===== src/rtl/keypad_pkg.sv =====
// Shared types and default constants for the keypad entry encoder.
//   kp_state_e       : entry FSM state encoding
//   DEF_*            : default parameter values used by the encoder top
package keypad_pkg;

    typedef enum logic [1:0] {
        ST_IDLE         = 2'd0,
        ST_DEBOUNCE     = 2'd1,
        ST_LOAD         = 2'd2,
        ST_WAIT_RELEASE = 2'd3
    } kp_state_e;

    localparam int DEF_NUM_KEYS     = 10;
    localparam int DEF_DIGIT_W      = 4;
    localparam int DEF_NUM_DIGITS   = 4;
    localparam int DEF_DEBOUNCE_CYC = 4;
    localparam int DEF_DIV          = 100;

endpackage


===== src/rtl/keypad_entry_encoder_tick_divider.sv =====
// Free-running clock divider producing a one-cycle tick every DIV cycles.
//   clk  : system clock (rising edge)
//   rst  : synchronous active-high reset, clears counter and tick
//   tick : registered, high for one cycle while the counter holds DIV-1
module tick_divider #(
    parameter int DIV = 100
) (
    input  logic clk,
    input  logic rst,
    output logic tick
);

    localparam int W = (DIV > 1) ? $clog2(DIV) : 1;

    logic [W-1:0] cnt_q;
    logic [W-1:0] cnt_d;

    always_comb begin
        cnt_d = cnt_q + W'(1);
        if (cnt_q == W'(DIV - 1)) begin
            cnt_d = '0;
        end
    end

    // The tick is registered from the next counter value so it is high in
    // exactly the cycle where the counter reads DIV-1.
    always_ff @(posedge clk) begin
        if (rst) begin
            cnt_q <= '0;
            tick  <= 1'b0;
        end else begin
            cnt_q <= cnt_d;
            tick  <= (cnt_d == W'(DIV - 1));
        end
    end

endmodule


===== src/rtl/keypad_entry_encoder.sv =====
// Debounced one-hot keypad encoder with a shifting digit entry buffer.
//   clk, rst   : system clock, synchronous active-high reset
//   enablen    : active-low enable for accepting new keys
//   keypad     : one-hot key lines, bit k = key k
//   clear      : synchronous clear of the entry buffer (wins over a load)
//   digit      : code of the last accepted key
//   load       : one-cycle pulse per accepted key
//   pgt_1hz    : one-cycle tick every DIV clocks
//   entry      : packed entered digits, newest digit in the LSB field
//   count      : number of valid digits in entry
//   full       : count == NUM_DIGITS
//   multi_err  : one-cycle pulse when more than one key is seen while scanning
//   dbg_state  : current FSM state
//
// Handshake: load is a single-cycle strobe; digit/entry/count/full are
// updated on the same edge that raises load and stay stable afterwards.
module keypad_entry_encoder
    import keypad_pkg::*;
#(
    parameter int NUM_KEYS     = DEF_NUM_KEYS,
    parameter int DIGIT_W      = DEF_DIGIT_W,
    parameter int NUM_DIGITS   = DEF_NUM_DIGITS,
    parameter int DEBOUNCE_CYC = DEF_DEBOUNCE_CYC,
    parameter int DIV          = DEF_DIV
) (
    input  logic                            clk,
    input  logic                            rst,
    input  logic                            enablen,
    input  logic [NUM_KEYS-1:0]             keypad,
    input  logic                            clear,
    output logic [DIGIT_W-1:0]              digit,
    output logic                            load,
    output logic                            pgt_1hz,
    output logic [NUM_DIGITS*DIGIT_W-1:0]   entry,
    output logic [$clog2(NUM_DIGITS+1)-1:0] count,
    output logic                            full,
    output logic                            multi_err,
    output kp_state_e                       dbg_state
);

    localparam int ENTRY_W = NUM_DIGITS * DIGIT_W;
    localparam int CNT_W   = $clog2(NUM_DIGITS + 1);
    localparam int DB_W    = (DEBOUNCE_CYC > 1) ? $clog2(DEBOUNCE_CYC) : 1;

    kp_state_e          state_q, state_d;
    logic [DIGIT_W-1:0] key_q, key_d;
    logic [DB_W-1:0]    db_cnt_q, db_cnt_d;

    logic               key_any;
    logic               key_multi;
    logic               key_single;
    logic [DIGIT_W-1:0] key_code;

    // Clearing the lowest set bit leaves something behind only when two or
    // more lines are active.
    assign key_any    = |keypad;
    assign key_multi  = |(keypad & (keypad - NUM_KEYS'(1)));
    assign key_single = key_any & ~key_multi;

    always_comb begin
        key_code = '0;
        for (int k = 0; k < NUM_KEYS; k++) begin
            if (keypad[k]) begin
                key_code = DIGIT_W'(k);
            end
        end
    end

    always_ff @(posedge clk) begin
        if (rst) begin
            state_q  <= ST_IDLE;
            key_q    <= '0;
            db_cnt_q <= '0;
        end else begin
            state_q  <= state_d;
            key_q    <= key_d;
            db_cnt_q <= db_cnt_d;
        end
    end

    always_comb begin
        state_d  = state_q;
        key_d    = key_q;
        db_cnt_d = db_cnt_q;
        case (state_q)
            ST_IDLE: begin
                if (!enablen && key_single) begin
                    key_d    = key_code;
                    db_cnt_d = '0;
                    state_d  = ST_DEBOUNCE;
                end
            end
            ST_DEBOUNCE: begin
                // Any disturbance (release, change, extra key, disable)
                // drops back to IDLE without accepting anything.
                if (!enablen && key_single && (key_code == key_q)) begin
                    if (db_cnt_q == DB_W'(DEBOUNCE_CYC - 1)) begin
                        state_d = ST_LOAD;
                    end else begin
                        db_cnt_d = db_cnt_q + DB_W'(1);
                    end
                end else begin
                    state_d = ST_IDLE;
                end
            end
            ST_LOAD: begin
                state_d = ST_WAIT_RELEASE;
            end
            ST_WAIT_RELEASE: begin
                // enablen is deliberately ignored here; only a full release
                // re-arms the scanner.
                if (!key_any) begin
                    state_d = ST_IDLE;
                end
            end
            default: begin
                state_d = ST_IDLE;
            end
        endcase
    end

    assign dbg_state = state_q;

    // Output register stage. The LOAD state acts on this edge, so load and
    // the buffer update appear together one cycle after LOAD is entered.
    always_ff @(posedge clk) begin
        if (rst) begin
            digit     <= '0;
            load      <= 1'b0;
            entry     <= '0;
            count     <= '0;
            full      <= 1'b0;
            multi_err <= 1'b0;
        end else begin
            load      <= (state_q == ST_LOAD);
            multi_err <= ((state_q == ST_IDLE) || (state_q == ST_DEBOUNCE)) && key_multi;
            if (state_q == ST_LOAD) begin
                digit <= key_q;
            end
            if (clear) begin
                entry <= '0;
                count <= '0;
                full  <= 1'b0;
            end else if ((state_q == ST_LOAD) && !full) begin
                entry <= (entry << DIGIT_W) | ENTRY_W'(key_q);
                count <= count + CNT_W'(1);
                full  <= (count == CNT_W'(NUM_DIGITS - 1));
            end
        end
    end

    tick_divider #(
        .DIV (DIV)
    ) u_tick_divider (
        .clk  (clk),
        .rst  (rst),
        .tick (pgt_1hz)
    );

endmodule


===== config.mk =====
export PLATFORM = sky130hd
export DESIGN_NAME = keypad_entry_encoder
export DESIGN_NICKNAME = d
export VERILOG_FILES = /design/src/rtl/keypad_pkg.sv /design/src/rtl/keypad_entry_encoder_tick_divider.sv /design/src/rtl/keypad_entry_encoder.sv
export SDC_FILE = /design/constraint.sdc
export NUM_CORES = 1
export LEC_CHECK = 0
export BUFFER_PORTS_ARGS = -buffer_cell sky130_fd_sc_hd__buf_2
export CORE_ASPECT_RATIO = 1.2
export CORE_UTILIZATION = 35
export CTS_BUF_LIST = sky130_fd_sc_hd__clkbuf_4 sky130_fd_sc_hd__clkbuf_8
export DETAILED_ROUTE_END_ITERATION = 10
export GPL_TIMING_DRIVEN = 0
export HOLD_SLACK_MARGIN = 0.1
export PLACE_DENSITY = 0.58
export SYNTH_ARGS = -nofsm -noshare
export SYNTH_HDL_FRONTEND = slang
export SYNTH_HIERARCHICAL = 1
export SYNTH_SLANG_ARGS = --single-unit

===== constraint.sdc =====
create_clock -name clk -period 1.8 [get_ports clk]
set_clock_uncertainty 0.1 [all_clocks]
set_input_delay 0 -clock clk [delete_from_list [all_inputs] [get_ports clk]]
set_output_delay 0 -clock clk [all_outputs]
set_load 0.1 [all_outputs]

Word-level counts from Yosys, hierarchy flattened
Index checks and enable logic that the tools add are counted.

Reductions and logical operators: 15. Multiplexer cells: 19. Bitwise gates (word level): 4. Eq/ne operators: 13. Add/sub/neg operators: 4.

Operator list (count): 2-to-1 mux 4 bit (7); OR reduction 10 bit (2); 2-to-1 mux 2 bit (8); bitwise OR 16 x 4 -> 16 bit (1); == test 7 bit (second input constant) (2); bitwise AND 10 bit (1); subtractor 10 x 1 -> 10 bit (second input constant) (1); inequality test 2 bit (second input constant) (4); case mux 2 bit (4 select lines) (1); adder 7 x 1 -> 7 bit (second input constant) (1); 2-to-1 mux 7 bit (1); == test 2 bit (second input constant) (3); == test 4 bit (1); logical AND 1 bit (4); case mux 2 bit (2 select lines) (1); AND reduction 4 bit (1); adder 3 x 1 -> 3 bit (second input constant) (1); == test 3 x 2 -> 1 bit (second input constant) (1); inequality test 3 bit (second input constant) (1); AND reduction 3 bit (1); adder 2 x 1 -> 2 bit (second input constant) (1); == test 2 x 1 -> 1 bit (second input constant) (1); zero test 1 bit (2); zero test 2 bit (1); other kinds (7) (7).

Register bits: 42. Word-level logic and storage cells: 66. Output and inout port bits: 29. Input port bits: 14.

Longest topological paths before layout
Gate-level depths: netlist of run 1.

Depth in word-level cells: 13. Gate-level depth with buffers: 7. Depth with buffers taken out: 6.

Hierarchy
The synthesis of run 1 kept the hierarchy.

Modules (own cells, without submodules): keypad_entry_encoder (times used 1, seq. area each 680.7 um^2, cells each 197, area each 1592.8 um^2); tick_divider (times used 1, seq. area each 160.2 um^2, cells each 38, area each 361.6 um^2).

Least setup slack after synthesis of run 1
Ideal clock, no wire load.

Path kind: reg2reg. Start: register with a tool-made name. End: register entry[5]. Cell stages (with the launch flop): 8. Arrival time: 2217 ps. Library setup time: 132 ps. Setup slack: -650 ps. Path buffers: 3. Cell sequence: dfxtp_1 clkbuf_1 inv_1 or3_1 clkbuf_1 clkbuf_1 nand2_1 a21oi_1.

RTL lines: end signal, assigned (line keypad_entry_encoder.sv:145) `entry <= (entry << DIGIT_W) | ENTRY_W'(key_q);`; end, declared (line keypad_entry_encoder.sv:34) `output logic [NUM_DIGITS*DIGIT_W-1:0] entry,`.

==> results of run 1 <==
routing by layer:
layer | wire length, um | global-route usage
met4 | 78 | 0.0600
met2 | 1940 | 0.252
met5 | 0 | 0
met1 | 2040 | 0.193
met3 | 147 | 0.0350
path summary, 6_finish.rpt:
kind / slack (ps) / cells past startpoint / endpoint
worst max register to register: 80 / 5 / flip-flop
worst min register to register: 350 / 2 / entry[12]
worst max-delay path: 30 / 7 / flip-flop
worst min-delay path: 130 / 6 / db_cnt_q[0]
synth_stat cells, types with 2 or more instances:
cell type	count
a211oi_1	3
nand2b_1	2
nor3_1	3
nand2_1	43
a21oi_1	22
nand3_1	5
inv_1	8
o31ai_1	3
xor2_1	3
ha_1	5
a2111oi_0	2
or2_2	3
nor2_1	29
mux2i_1	6
o221ai_1	2
clkbuf_1	9
dfxtp_1	42
xnor2_1	4
o31a_1	2
o311a_1	2
or4_1	3
nor4_1	4
or3_1	5
critical path, stage by stage:
cell and delay (ps):
buf_12 100, or4_4 520, o31a_1 290, nor3_4 250
nand3b_4 140, or4_4 430, a21oi_2 150
area by class of cell:
cell class              count  area [sq um]  area share
multi-input cells         174          1130       0.426
flip-flops and latches     42           857       0.324
repair buffers             57           369       0.139
inverters                   8          30.0      0.0113
plain buffers              10          73.8      0.0279
clock inverters             1          30.0      0.0113
clock buffers               6          82.6      0.0312
well taps                  62          77.6      0.0293
logic make-up after synthesis:
| kind of cell | count (synthesis) | share of synthesized area |
|---|---|---|
| xor+xnor | 7 | 0.0314 |
| compound gates | 47 | 0.166 |
| simple gates | 108 | 0.266 |
| mux | 6 | 0.0307 |
| flops | 42 | 0.430 |
| buf+inv | 19 | 0.0384 |
| fa+ha+maj | 6 | 0.0371 |
timing repair:
item,CTS,global route
hold endpoints to repair,13,1
buffers inserted,5,4
gates resized for setup,9,23
hold buffers,5,1
pin swaps,9,5
setup endpoints to repair,10,16
report_power, final:
| group | total, mW | switching (mW) | internal [mW] |
|---|---|---|---|
| combinational | 0.158 | 0.0868 | 0.0713 |
| clock | 0.749 | 0.306 | 0.444 |
| sequential | 0.936 | 0.00506 | 0.931 |
registers in the layout, summed over array words and instances (netlist names), named ones only:
register	count
key_q	4
u_tick_divider/tick	1
load	1
entry	16
dbg_state	1
u_tick_divider/cnt_q	7
db_cnt_q	2
count	3
full	1
digit	4
multi_err	1
per-stage QoR:
step / area, sq um / worst slack [ps] / util / hold slack, ps / total power [mW]
2_1_floorplan: 2030 / -135 / - / -33.3 / 1.04
3_3_place_gp: 2320 / -508 / 0.434 / 137 / 1.09
3_5_place_dp: 2320 / -498 / 0.434 / 148 / 1.09
4_1_cts: 2550 / 4.38 / 0.478 / 106 / 1.86
5_1_grt: 2650 / -23.3 / 0.496 / 169 / 1.93
6_report: 2650 / 31.9 / 0.496 / 134 / 1.84
==> metrics.md, run 1 <==
| Metric | Value |
|---|---|
| Top post-synthesis cells by area | dfxtp_1 43%, nand2_1 8.3%, a21oi_1 5.6% |
| Iter 0 DRT Violations | a little under 90 |
| Period utilization | 0.982 |
| Dominant cell type by area after synthesis | dfxtp_1 |
| Post-synth EDFFs | 0 |
| Post-route insts no fill | between 300 and 400 |
| Routed len/inst | about 12 um |
| Final hold viol count | 0 |
| N_diodes | 0 |
| RSZ-0062 raised after global routing | true |
| Synth Area per Inst | ~8.3 sq um |
| I/O Buffers | between 40 and 50 |
| Mapped Nets | about 250 |
| Htree depth | 2 |
| Outcome | finished, final reports clean |
| Starting density of the core | 0.366 |
| Max Slew Vio Count | 0 |
| Initial DRT Pass Iterations | 4 |
| Full die area | slightly below 0.006 sq mm |
| Share of post-route cells with drive strength above 1 | 0.309 |
| Vias | 1,802 |
| Leakage power | ~1.1 nW |
| Cell Area, Synth | between 0.0015 and 0.002 sq mm |
| Hold path start | keypad[8] |
| Syn. warnings | 6 |
| Worst setup EP type | flip-flop |
| Fmax | 566 MHz |
| Hold crit path type | in2reg |
| Rows | 29 |
| Final HPWL DP | 3.01 mm |
| Startpoint Class | input port |
| Vias in the first global route | between 1,500 and 2,000 |
| Mapped Cells | 235 |
| Root Buffer | clkbuf_8 |
| Gp weighted congestion | about 0.7 |
| Die Span X | around 70 um |
| Final WL | around 4.2 mm |
| Ys async rst share | 0 |
| Nets | roughly 320 |
| Cell total after placement | roughly 340 |
| Initial antenna violation count | 0 |
| Die Y | about 84 um |
| CTS sink cnt | 42 |
| Post-route ant nets | 0 |
| Worst EP required | 1920 ps |
| Area Overhead vs Synth | 35.5% |
| CTS Buffer Depth | 2 |
| Core area | between 0.005 and 0.006 sq mm |
| Grt ovf | 0 |
| DRC | 0 |
| Tmin final | 1770 ps |
| Yosys top cell area share | 0.430 |
| Maximum VDD drop | between 0.4 and 0.5 mV |
| Worst-path maximum fanout | 6 |
| Layout fillers | approximately 540 |
| CTS tree | built |
| Cts bufs inserted | 5 |
| Max cap viols | 0 |
| Ys flop type | dfxtp_1 |
| Least-Margin Pin Slew | about 490 ps |
| Clk_lat worst skew | slightly below 300 ps |
| Total track usage | 0.153 |
| Setup TNS Final | 0 ps |
| Largest net degree at the start of global routing | 13 |
| RR Startpoint | key_q[2] |
| IO Pins | 43 |
| Power Density | roughly 700 mW/mm^2 |
| Commonest non-fill, non-tap cell in the layout | nand2_1 |
| Kind of critical path | in2reg |
| First-pass GRT wire length | between 7 and 8 mm |
| Final setup violation count | 0 |
| Drt via density | around 5 |
| Clock Pin Slew Worst Setup and Hold Paths | 70 ps |
| Arr. time, crit path | 1880 ps |
| Netlist cell types | 48 |
| CP startpoint | keypad[8] |
| Relative slew slack | 0.673 |
| Post-synthesis sequential area ratio | 0.430 |
| Flops & latches, synth | 42 |
| Most frequent cells in the layout | 42 x nand2_1, 40 x buf_2, 35 x dfxtp_1, 29 x nor2_1, 21 x a21oi_1 |
Power figures use the tool's default switching activity.
==> run 2, diff against run 1 <==
BUFFER_PORTS_ARGS = -buffer_cell sky130_fd_sc_hd__buf_4   (was -buffer_cell sky130_fd_sc_hd__buf_2)
==> run 2 against run 1 <==
Core utilization increased by 0.77 points. Count of clock-buffer cells in the layout increased by 1. Die area is the same. Routed wire length up 5.3%. Register-to-register slack worse by 60 ps. Critical path depth up 1. Final area rose by 1.6%. Non-clock buffer count shrank 3. Sequential power about the same.
==> metrics.md, run 2 (same netlist as run 1, synthesis figures left out) <==
| Metric | Value |
|---|---|
| Outcome | finished, final reports clean |
| Clock Pin Slew Worst Setup and Hold Paths | 80 ps (about the same) |
| R2R setup slack | 20 ps (-60 ps) |
| Core area | 0.00533 sq mm (unchanged) |
| Cts bufs inserted | 5 (unchanged) |
| Kind of critical path | reg2reg |
| Worst Path Buf+Inv | 2 (+1) |
| Final WL | 4.42 mm (+5.3%) |
| DRC | 0 (unchanged) |
| Vias | 1,822 (+1.1%) |
| Grt ovf | 0 (unchanged) |
| Startpoint Class | flip-flop |
| Nets | 314 (-0.95%) |
| Top flop regs | entry x16, u_tick_divider/cnt_q x7 |
| Worst setup EP type | flip-flop |
| Root Buffer | clkbuf_8 |
| Power Total | 1.74 mW (-5.8%) |
| Share of post-route cells with drive strength above 1 | 0.284 (-0.0249) |
| Setup ws final | 15.3 ps (-16.6 ps) |
| Worst-path maximum fanout | 5 (-1) |
| Worst EP required | 1890 ps (-30 ps) |
| Maximum VDD drop | 0.319 mV (-25%) |
| Leakage power | 1.06 nW (-2.4%) |
| Area of the multi-input gates | 0.00113 sq mm (+0.22%) |
| Max reg flops | 16 (unchanged) |
| Post-route ant nets | 0 (unchanged) |
| Starting density of the core | 0.366 (unchanged) |
| Commonest non-fill, non-tap cell in the layout | buf_4 |
| Routed len/inst | 12.4 um (+5.8%) |
| Final hold viol count | 0 (unchanged) |
| First-pass GRT wire length | 7.45 mm (+1.4%) |
| RSZ-0062 raised after global routing | true |
| Most frequent cells in the layout | 45 x buf_4, 42 x nand2_1, 36 x dfxtp_1, 29 x nor2_1, 21 x a21oi_1 |
| Final HPWL DP | 3.11 mm (+3.4%) |
| Gp weighted congestion | 0.723 (+4.7%) |
| Power Density | 646 mW/mm^2 (-7.2%) |
| Fmax | 560 MHz (-0.93%) |
| Final setup violation count | 0 (unchanged) |
| Initial DRT Pass Iterations | 4 (unchanged) |
| Die Y | 83.9 um (unchanged) |
| Htree depth | 2 (unchanged) |
| Max cap viols | 0 (unchanged) |
| Setup TNS Final | 0 ps (unchanged) |
| Max stage delay on crit path | 360 ps (-160 ps) |
| Top delay family on crit path | compound AO/OA/AOI/OAI gates |
| Area Overhead vs Synth | 37.6% |
| Cells along the critical path | or2_4 -> buf_6 -> a2111oi_4 -> a211oi_2 -> nand4_1 -> buf_4 -> nor4_1 -> o31a_1 |
| CTS tree | built |
| Least-Margin Pin Slew | 475 ps (-18.0 ps) |
| Max Slew Vio Count | 0 (unchanged) |
| CTS Buffer Depth | 2 (unchanged) |
| Highest-delay cell along the critical path | dfxtp_4 |
| Post-place setup slack | -501 ps (-2.82 ps) |
| CTS sink cnt | 42 (unchanged) |
| IO Pins | 43 (unchanged) |
| Hold crit path type | in2reg |
| Hold Worst Slack | 124 ps (-9.66 ps) |
| Clk_lat worst skew | 290 ps (about the same) |
| I/O Buffers | 42 (unchanged) |
| Rows | 29 (unchanged) |
| Period utilization | 0.991 (+0.00920) |
| Layout fillers | 536 (unchanged) |
| Tmin final | 1780 ps (+16.6 ps) |
| Sequential cell area | 856 sq um (-0.15%) |
| Total track usage | 0.158 (+0.00484) |
| Relative slew slack | 0.680 (+0.00680) |
| Top reg by flops | entry |
| Iter 0 DRT Violations | 51 (-42%) |
| Vias in the first global route | 1,647 (+0.18%) |
| N_diodes | 0 (unchanged) |
| Full die area | 0.00589 sq mm (unchanged) |
| Arr. time, crit path | 1870 ps (about the same) |
| Die Span X | 70.2 um (unchanged) |
| Largest net degree at the start of global routing | 13 (unchanged) |
| Drt via density | 5.09 (+1.7%) |
| Initial antenna violation count | 0 (unchanged) |
## run 2: metrics by stage
| step | cell area, sq um | util | cells |
|---|---|---|---|
| global placement | 2420 | 0.454 | 339 |
| CTS | 2670 | 0.500 | 358 |
| floorplan | 2030 | - | 235 |
| global route | 2690 | 0.504 | 358 |
| detailed placement | 2420 | 0.454 | 339 |
| finish | 2690 | 0.504 | 358 |
## run 2: path summary, 6_finish.rpt
check | depth (start not counted) | end | start
worst max-delay path | 8 | dbg_state[0] | key_q[0]
worst min-delay path | 4 | key_q[0] | keypad[7]
worst min register to register | 2 | entry[14] | entry[14]
worst max register to register | 8 | dbg_state[0] | key_q[0]
## run 2: cell type report
type,count,share of cell area
multi-input combinational,174,0.420
sequential,42,0.318
timing repair buffer,53,0.157
clock buffer,7,0.0335
buffer,11,0.0289
tap,62,0.0289
inverter,8,0.0112
clock inverter,1,0.00186
## run 2: worst min-delay path, stage by stage
cell     delay [ps]
buf_4           120
inv_1            70
a21oi_1         130
o311a_1         170
## run 2: layer usage
| metal | routed length, um | vias up | track usage |
|---|---|---|---|
| met4 | 135 | 0 | 0.0836 |
| met1 | 2060 | 824 | 0.185 |
| met5 | 0 | - | 0 |
| li1 | - | 947 | - |
| met3 | 151 | 10 | 0.0314 |
| met2 | 2070 | 41 | 0.269 |
## run 2: where the power goes
group | switching [mW] | internal (mW)
Combinational | 0.0901 | 0.0744
Sequential | 0.00492 | 0.931
Clock | 0.312 | 0.325
## run 2: what timing repair did
item | in CTS | in global routing
gates resized for setup | 11 | 7
hold endpoints to repair | 14 | 0
hold buffers | 7 | 0
setup buffers | 4 | 0
pin swaps | 9 | 1
endpoints found under the setup margin | 10 | 18
==> run 3, diff against run 2 <==
RECOVER_POWER = 100   (was default)
==> run 3 against run 2 <==
Hold slack barely moved. Fmax barely moved. Via count shrank 0.33%. Worst setup slack improved by 0.53 ps. Highest routed layer unchanged. Count of clock-buffer cells in the layout unchanged.
==> metrics.md, run 3 (same netlist as run 1, synthesis figures left out) <==
| Metric | Value |
|---|---|
| Met2 usage | 0.269 (unchanged) |
| Maximum VDD drop | 0.319 mV (about the same) |
| I/O Buffers | 42 (unchanged) |
| Root Buffer | clkbuf_8 |
| Post-route ant nets | 0 (unchanged) |
| Drt via density | 5.07 (-0.33%) |
| Relative slew slack | 0.636 (-0.0440) |
| Top reg by flops | entry |
| Clock Pin Slew Worst Setup and Hold Paths | 80 ps (about the same) |
| Period utilization | 0.991 (about the same) |
| Htree depth | 2 (unchanged) |
| Leakage power | 1.04 nW (-2.5%) |
| CTS sink cnt | 42 (unchanged) |
| Nets | 314 (unchanged) |
| Total track usage | 0.158 (unchanged) |
| Cts bufs inserted | 5 (unchanged) |
| Hold crit path type | in2reg |
| Final HPWL DP | 3.11 mm (unchanged) |
| Vias in the first global route | 1,647 (unchanged) |
| Routed len/inst | 12.3 um (-0.18%) |
| N_diodes | 0 (unchanged) |
| Worst EP required | 1880 ps (about the same) |
| Busiest grt layer | met2 |
| Commonest non-fill, non-tap cell in the layout | nand2_1 |
| Final WL | 4.41 mm (-0.18%) |
| Grt met1 use | 0.185 (unchanged) |
| DP Area | 0.00242 sq mm (unchanged) |
| Starting density of the core | 0.366 (unchanged) |
| Rows | 29 (unchanged) |
| Full die area | 0.00589 sq mm (unchanged) |
| DRC | 0 (unchanged) |
| Tmin final | 1780 ps (-0.530 ps) |
| First-pass GRT wire length | 7.45 mm (unchanged) |
| Iter 0 DRT Violations | 63 (+24%) |
| Die Y | 83.9 um (unchanged) |
| Most frequent cells in the layout | 43 x nand2_1, 36 x dfxtp_1, 31 x clkbuf_2, 29 x nor2_1, 21 x a21oi_1 |
| Top delay family on crit path | compound AO/OA/AOI/OAI gates |
| Power Density | 665 mW/mm^2 (+2.9%) |
| IO Pins | 43 (unchanged) |
| Highest-delay cell along the critical path | dfxtp_4 |
| Final setup violation count | 0 (unchanged) |
| CTS Buffer Depth | 2 (unchanged) |
| Die Span X | 70.2 um (unchanged) |
| Max stage delay on crit path | 360 ps (about the same) |
| Startpoint Class | flip-flop |
| Max Slew Vio Count | 0 (unchanged) |
| CTS tree | built |
| Initial antenna violation count | 0 (unchanged) |
| Fin util | 0.490 (-0.0145) |
| Final hold viol count | 0 (unchanged) |
| Clk_lat worst skew | 290 ps (about the same) |
| Share of post-route cells with drive strength above 1 | 0.280 (-0.00338) |
| Max reg flops | 16 (unchanged) |
| Gp weighted congestion | 0.723 (unchanged) |
| RSZ-0062 raised after global routing | true |
| Worst setup EP type | flip-flop |
| Final Cell Area | 0.00261 sq mm (-2.9%) |
| Outcome | finished, final reports clean |
| Met3 usage | 0.0314 (unchanged) |
| Initial DRT Pass Iterations | 4 (unchanged) |
| Worst Path Buf+Inv | 2 (unchanged) |
| Cells along the critical path | or2_4 -> buf_6 -> a2111oi_4 -> a211oi_2 -> nand4_1 -> buf_4 -> nor4_1 -> o31a_1 |
| Max cap viols | 0 (unchanged) |
| Arr. time, crit path | 1870 ps (about the same) |
| Vias | 1,816 (-0.33%) |
| Largest net degree at the start of global routing | 13 (unchanged) |
| Power Total | 1.74 mW (about the same) |
| Worst-path maximum fanout | 5 (unchanged) |
| Core area | 0.00533 sq mm (unchanged) |
| Area Overhead vs Synth | 33.6% |
| Top flop regs | entry x16, u_tick_divider/cnt_q x7 |
| Fmax | 560 MHz (about the same) |
| Kind of critical path | reg2reg |
| Grt ovf | 0 (unchanged) |
| Least-Margin Pin Slew | 548 ps (+72.8 ps) |
## run 3: stage by stage
step	hold slack [ps]	TNS, ps	cells	worst slack (ps)
2_1_floorplan	-33.3	-429	235	-135
3_3_place_gp	105	-3050	339	-501
3_5_place_dp	110	-3050	339	-501
4_1_cts	110	-3.26	358	-3.26
5_1_grt	132	-441	358	-68.1
6_report	124	0	358	15.9
## run 3: timing repair
action	CTS	global route
endpoints found under the hold margin	14	0
pin swaps	9	1
buffers inserted	4	0
setup endpoints to repair	10	18
gates resized for setup	11	7
hold buffers	7	0
## run 3: final timing paths
path | from | to | slack (ps) | cells after the start
hold / removal | keypad[7] | key_q[0] | 120 | 4
setup reg to reg | key_q[0] | dbg_state[0] | 20 | 8
hold reg to reg | entry[14] | entry[14] | 350 | 2
setup / recovery | key_q[0] | dbg_state[0] | 20 | 8
## run 3: layout make-up
type	count	area, sq um
multi-input combinational	174	1130
tap	62	77.6
fill	559	2720
sequential	42	856
clock buffer	7	90.1
inverter	8	30.0
clock inverter	1	5.00
timing repair buffer	53	348
buffer	11	77.6
## run 3: where the power goes
group          total, mW  switching, mW  internal [mW]  leakage [nW]
clock              0.636          0.312          0.324        0.0517
sequential         0.936        0.00489          0.931         0.343
combinational      0.164         0.0901         0.0736         0.643
total               1.74          0.406           1.33          1.04
## run 3: worst register-to-register path, stage by stage, from the launching register on
cell and delay (ps):
dfxtp_4 360, or2_4 240, buf_6 120, a2111oi_4 220
a211oi_2 60, nand4_1 110, buf_4 150, nor4_1 40
o31a_1 270
## run 3: layer usage
layer / wire length (um) / share of wire
met4: 135 / 0.031
met5: 0 / 0
met3: 143 / 0.032
met1: 2100 / 0.48
met2: 2030 / 0.46
